--- config.mk ---
export PLATFORM = sky130hd
export DESIGN_NAME = square_wave_analyzer
export DESIGN_NICKNAME = d
export VERILOG_FILES = /design/src/rtl/square_wave_analyzer.sv
export SDC_FILE = /design/constraint.sdc
export NUM_CORES = 1
export LEC_CHECK = 0
export BUFFER_PORTS_ARGS = -buffer_cell sky130_fd_sc_hd__buf_4
export CAP_MARGIN = 30
export CORE_MARGIN = 1
export CORE_UTILIZATION = 31
export CTS_CLUSTER_DIAMETER = 50
export DETAILED_ROUTE_END_ITERATION = 8
export PLACE_DENSITY = 0.43
export SYNTH_ARGS = -nofsm -noshare
export SYNTH_HDL_FRONTEND = slang
export SYNTH_SLANG_ARGS = --single-unit
--- constraint.sdc ---
create_clock -name clk -period 4.4 [get_ports clk]
set_input_delay 0 -clock clk [delete_from_list [all_inputs] [get_ports clk]]
set_output_delay 0 -clock clk [all_outputs]
set_load 0.1 [all_outputs]
--- src/rtl/square_wave_analyzer.sv ---
// Square-wave analyzer: recovers the frequency word and amplitude
// from a sampled square-wave stream by timing its half-periods.
module square_wave_analyzer #(
    parameter int unsigned CLOCK_FREQUENCY = 50000000,
    parameter int unsigned TIMEOUT_CYCLES  = 67108864
) (
    input  logic        clk,
    input  logic        reset,
    input  logic [31:0] sq_wave,
    output logic [15:0] frequency,
    output logic [30:0] amplitude,
    output logic        meas_valid,
    output logic        locked
);

    typedef enum logic [1:0] {
        SEEK,
        FIRST,
        PAIR,
        LOCK
    } trk_e;

    typedef enum logic [1:0] {
        IDLE,
        DIV,
        DONE
    } div_e;

    logic        lvl;
    logic        lvl_q;
    logic        edge_det;
    logic        rise;
    logic        match;
    logic        timeout;
    logic        start;
    logic        clear_freq;

    logic [31:0] hp_cnt_q, hp_cnt_d;
    logic [31:0] prev_hp_q, prev_hp_d;
    logic [30:0] amp_raw_q, amp_raw_d;
    trk_e        trk_q, trk_d;

    div_e        div_q, div_d;
    logic [31:0] rem_q, rem_d;
    logic [31:0] quo_q, quo_d;
    logic [31:0] dvs_q, dvs_d;
    logic [4:0]  cnt_q, cnt_d;
    logic [30:0] damp_q, damp_d;
    logic [32:0] shifted;
    logic        ge;

    logic [15:0] freq_q, freq_d;
    logic [30:0] amp_q, amp_d;
    logic        mv_q, mv_d;

    assign lvl      = |sq_wave;
    assign edge_det = lvl ^ lvl_q;
    assign rise     = lvl & ~lvl_q;
    assign match    = (hp_cnt_q == prev_hp_q);
    assign timeout  = (hp_cnt_q >= 32'(TIMEOUT_CYCLES));

    // an edge in the same cycle as a timeout takes priority
    assign clear_freq = (trk_q != SEEK) && !edge_det && timeout;

    always_comb begin
        hp_cnt_d  = hp_cnt_q;
        prev_hp_d = prev_hp_q;
        amp_raw_d = amp_raw_q;
        trk_d     = trk_q;
        start     = 1'b0;
        if (edge_det) begin
            hp_cnt_d = 32'd1;
        end else if (hp_cnt_q != 32'hFFFF_FFFF) begin
            hp_cnt_d = hp_cnt_q + 32'd1;
        end
        if (rise) begin
            amp_raw_d = sq_wave[31:1];
        end
        if (edge_det) begin
            unique case (trk_q)
                SEEK: begin
                    trk_d = FIRST;
                end
                FIRST: begin
                    prev_hp_d = hp_cnt_q;
                    trk_d     = PAIR;
                end
                PAIR, LOCK: begin
                    prev_hp_d = hp_cnt_q;
                    if (match) begin
                        trk_d = LOCK;
                        start = 1'b1;
                    end else begin
                        trk_d = PAIR;
                    end
                end
            endcase
        end else if (clear_freq) begin
            trk_d = SEEK;
        end
    end

    // restoring divider: quo_q starts as the dividend and shifts
    // into the quotient one bit per cycle
    assign shifted = {rem_q, quo_q[31]};
    assign ge      = (shifted >= {1'b0, dvs_q});

    always_comb begin
        div_d  = div_q;
        rem_d  = rem_q;
        quo_d  = quo_q;
        dvs_d  = dvs_q;
        cnt_d  = cnt_q;
        damp_d = damp_q;
        freq_d = freq_q;
        amp_d  = amp_q;
        mv_d   = 1'b0;
        unique case (div_q)
            IDLE: begin
                if (start) begin
                    div_d  = DIV;
                    rem_d  = '0;
                    quo_d  = 32'(CLOCK_FREQUENCY);
                    dvs_d  = hp_cnt_q;
                    cnt_d  = '0;
                    damp_d = amp_raw_d;
                end
            end
            DIV: begin
                if (ge) begin
                    rem_d = 32'(shifted - {1'b0, dvs_q});
                end else begin
                    rem_d = shifted[31:0];
                end
                quo_d = {quo_q[30:0], ge};
                cnt_d = cnt_q + 5'd1;
                if (cnt_q == 5'd31) begin
                    div_d = DONE;
                end
            end
            DONE: begin
                if (|quo_q[31:16]) begin
                    freq_d = 16'hFFFF;
                end else begin
                    freq_d = quo_q[15:0];
                end
                amp_d = damp_q;
                mv_d  = 1'b1;
                div_d = IDLE;
            end
            default: begin
                div_d = IDLE;
            end
        endcase
        if (clear_freq) begin
            freq_d = '0;
        end
    end

    always_ff @(posedge clk) begin
        if (reset) begin
            lvl_q     <= 1'b0;
            hp_cnt_q  <= '0;
            prev_hp_q <= '0;
            amp_raw_q <= '0;
            trk_q     <= SEEK;
            div_q     <= IDLE;
            rem_q     <= '0;
            quo_q     <= '0;
            dvs_q     <= '0;
            cnt_q     <= '0;
            damp_q    <= '0;
            freq_q    <= '0;
            amp_q     <= '0;
            mv_q      <= 1'b0;
        end else begin
            lvl_q     <= lvl;
            hp_cnt_q  <= hp_cnt_d;
            prev_hp_q <= prev_hp_d;
            amp_raw_q <= amp_raw_d;
            trk_q     <= trk_d;
            div_q     <= div_d;
            rem_q     <= rem_d;
            quo_q     <= quo_d;
            dvs_q     <= dvs_d;
            cnt_q     <= cnt_d;
            damp_q    <= damp_d;
            freq_q    <= freq_d;
            amp_q     <= amp_d;
            mv_q      <= mv_d;
        end
    end

    assign frequency  = freq_q;
    assign amplitude  = amp_q;
    assign meas_valid = mv_q;
    assign locked     = (trk_q == LOCK);

endmodule

==> impl_metrics.env <==
export IMPL_core_rowCount=73
export IMPL_wl_um=34500
export IMPL_yosys_warnings=0
export IMPL_reg2regPathDepth=10
export IMPL_min_period_over_period_pct=73.9
export IMPL_htree_num_levels=2
export IMPL_cap_violations=0
export IMPL_fin_setup_tns_ns=0
export IMPL_grt_pass1_wl_um=55900
export IMPL_overflow=0
export IMPL_grt_usage_pct=16.8
export IMPL_grt_use_met1_pct=22.2
export IMPL_max_freq_mhz=308
export IMPL_r2r_start="dvs_q[8]"
export IMPL_rrSetupSlack_ns=1.15
export IMPL_outcome="finished, final reports clean"
export IMPL_avgSynthCellArea_um2=8.16
export IMPL_slew_headroom_pct=51.5
export IMPL_die_area_mm2=0.0409
export IMPL_ys_types=69
export IMPL_postRouteAntennaNets=0
export IMPL_dr_pass1_iters=5
export IMPL_core_mm2=0.0396
export IMPL_cts_buffers=41
export IMPL_startpoint_type="flip-flop"
export IMPL_finalSetupViolCount=0
export IMPL_areaGrowthSynthToFinish_pct=23.8
export IMPL_path_class="reg -> reg"
export IMPL_slew_viol_final=0
export IMPL_clkTransAtPathRegs_ns=0.05
export IMPL_nets=1690
export IMPL_hold_path_end="lvl_q"
export IMPL_rsz0062_at_grt="false"
export IMPL_worstPathRequired_ns=4.85
export IMPL_ys_flop_type="dfxtp_1"
export IMPL_io_pin_count=83
export IMPL_hpwl_um=23000
export IMPL_gr_usage_met2_pct=27.7
export IMPL_hp_start="sq_wave[0]"
export IMPL_syn_inst=1524
export IMPL_async_flop_share_pct=0
export IMPL_final_cells=2172
export IMPL_reg2reg_to="rem_q[22]"
export IMPL_gp_congestion=0.822
export IMPL_io_buffer_count=82
export IMPL_drtIter0Drc=475
export IMPL_final_layout_size_suffix_gt1_share_pct=12.6
export IMPL_worst_slew_pin_slew_ns=0.725
export IMPL_diodes=0
export IMPL_ir_drop_mv=0.304
export IMPL_grt_util_met3_pct=3.29
export IMPL_min_period_ns=3.25
export IMPL_fin_skew_ns=0.0169
export IMPL_synth_edf_count=0
export IMPL_path_max_fanout=11
export IMPL_ys_ff_latch=280
export IMPL_vias=10555
export IMPL_ctsHoldBuffers=53
export IMPL_antenna_found_initial=0
export IMPL_p_leak_nw=5.98
export IMPL_start_util_pct=31.4
export IMPL_place_ws_ns=1.13
export IMPL_ys_seq_area_share_pct=45.1
export IMPL_hold_path_cell_count=5
export IMPL_root_buffer="clkbuf_16"
export IMPL_busiest_layer="met2"
export IMPL_cts_sinks=280
export IMPL_cp_data_arrival_time_ns=3.70
export IMPL_wire_per_inst_um=15.9
export IMPL_holdCritPathClass="in -> reg"
export IMPL_setup_slack_ns=1.15
export IMPL_grt_start_max_net_pins=75
export IMPL_total_power_w=0.00625
export IMPL_cts_resized_gates=0
export IMPL_clockBufferDepth=3
export IMPL_grt_pass1_vias=10448
export IMPL_syn_nets=1596
export IMPL_power_density_mw_per_mm2=406
export IMPL_die_w_um=202
export IMPL_netlist_area_mm2=0.0124
export IMPL_finalHoldViolations=0
export IMPL_clock_latency_ns=0.54
export IMPL_dp_cells=2047
export IMPL_cts_tree="yes"
export IMPL_die_h_um=202
export IMPL_post_cts_buffers=0
export IMPL_drc=0
export IMPL_viasPerCell=4.86
export IMPL_worst_setup_path_end_kind="flip-flop"
[registers in the layout (all words and copies together) (netlist names), 5 cells and up]
name,cells
cnt_q,5
hp_cnt_q,32
quo_q,32
damp_q,31
prev_hp_q,32
amp_raw_q,31
dvs_q,32
rem_q,32
amplitude,31
frequency,16
[worst max-delay path: stages, from the launching register on]
cell and delay (ns):
dfxtp_1 0.32, inv_1 0.07, ha_1 0.42, nand2_1 0.13
or3_1 0.40, or4_1 0.55, o21ai_1 0.24, a311oi_4 0.07
inv_1 0.31, nand2_1 0.36, o21ai_0 0.28
[power by group]
part,internal [W],switching [W],total (W)
Sequential,0.00257,0.0000212,0.00259
Combinational,0.000142,0.000202,0.000345
Clock,0.00203,0.00128,0.00331
[worst max-delay path by stage]
stage                      startpoint   endpoint  slack (ns)  cells after the start
after floorplan              dvs_q[8]  rem_q[15]        1.74                     12
after global placement    hp_cnt_q[3]  rem_q[19]        1.17                      8
after detailed placement     dvs_q[8]  rem_q[29]        1.13                     10
after CTS                    dvs_q[8]  rem_q[22]        1.08                     10
after global routing         dvs_q[2]  rem_q[15]        0.80                     11
final                        dvs_q[8]  rem_q[22]        1.15                     10
[through the flow]
stage	area [µm²]	utilization, %	hold slack (ns)
floorplan	12400	-	0.167
global placement	13500	34.0	0.277
detailed placement	13500	34.1	0.283
CTS	15400	38.9	0.0109
global route	15400	38.9	0.0169
finish	15400	38.9	0.0418
[cells in the final DEF (no fill, tap or decap), drive strengths merged, types with 4 or more instances in the layout]
cell           n
a21oi        188
o21bai        11
inv           65
ha            37
xor2          38
nand4         21
nor4          21
nor3          10
nand3         18
a22oi         21
or3           10
nand2        247
bufinv         4
o21ai         53
a31oi          6
a21o           8
nor2         205
clkbuf        49
buf          101
and3          12
o221a         12
xnor2         43
mux2i         36
a32oi         11
clkinv         7
nand2b         7
o22ai         18
nor2b          5
or4            5
dfxtp        280
dlygate4sd3   53
and2           4
o21a           8
[cell usage after synthesis, drive strengths merged, types with 11 or more instances]
library cell	instances	share of area (%)
dfxtp	280	45
nand2	247	7.5
nor2	205	6.3
a21oi	188	7.6
clkbuf	80	2.4
inv	54	1.6
o21ai	53	2.1
xnor2	43	3.0
xor2	38	2.7
ha	37	3.7
mux2i	36	2.9
buf	23	0.92
a22oi	21	1.3
nand4	21	1.1
nor4	21	1.1
nand3	18	0.72
o22ai	18	0.91
and3	12	0.66
o221a	12	1.1
a32oi	11	0.77
o21bai	11	0.66
[kinds of logic after synthesis]
family	after synthesis	share of synthesized area (%)
multiplexers	36	2.90
XOR/XNOR	81	5.70
adder cells (fa/ha/maj)	38	3.88
AO/OA/AOI/OAI	359	17.5
buffers and inverters	158	5.01
flip-flops	280	45.1
AND/OR/NAND/NOR	572	19.9
[per-layer routing]
layer | vias to the layer above | part of all wire (%) | routed length, µm
met5 | - | 0 | 0
met4 | 0 | 2.1 | 715
met1 | 4927 | 48 | 16600
met2 | 170 | 46 | 15700
met3 | 54 | 4.2 | 1440
li1 | 5404 | - | -
[final cells by class]
class / count / area [µm²]
Inverter: 55 / 206
Tap cell: 525 / 657
Timing Repair Buffer: 154 / 1310
Multi-Input combinational cell: 1086 / 6250
Sequential cell: 280 / 5610
Clock buffer: 49 / 1090
Clock inverter: 23 / 282
Fill cell: 4102 / 24200
Power figures use the tool's default switching activity.
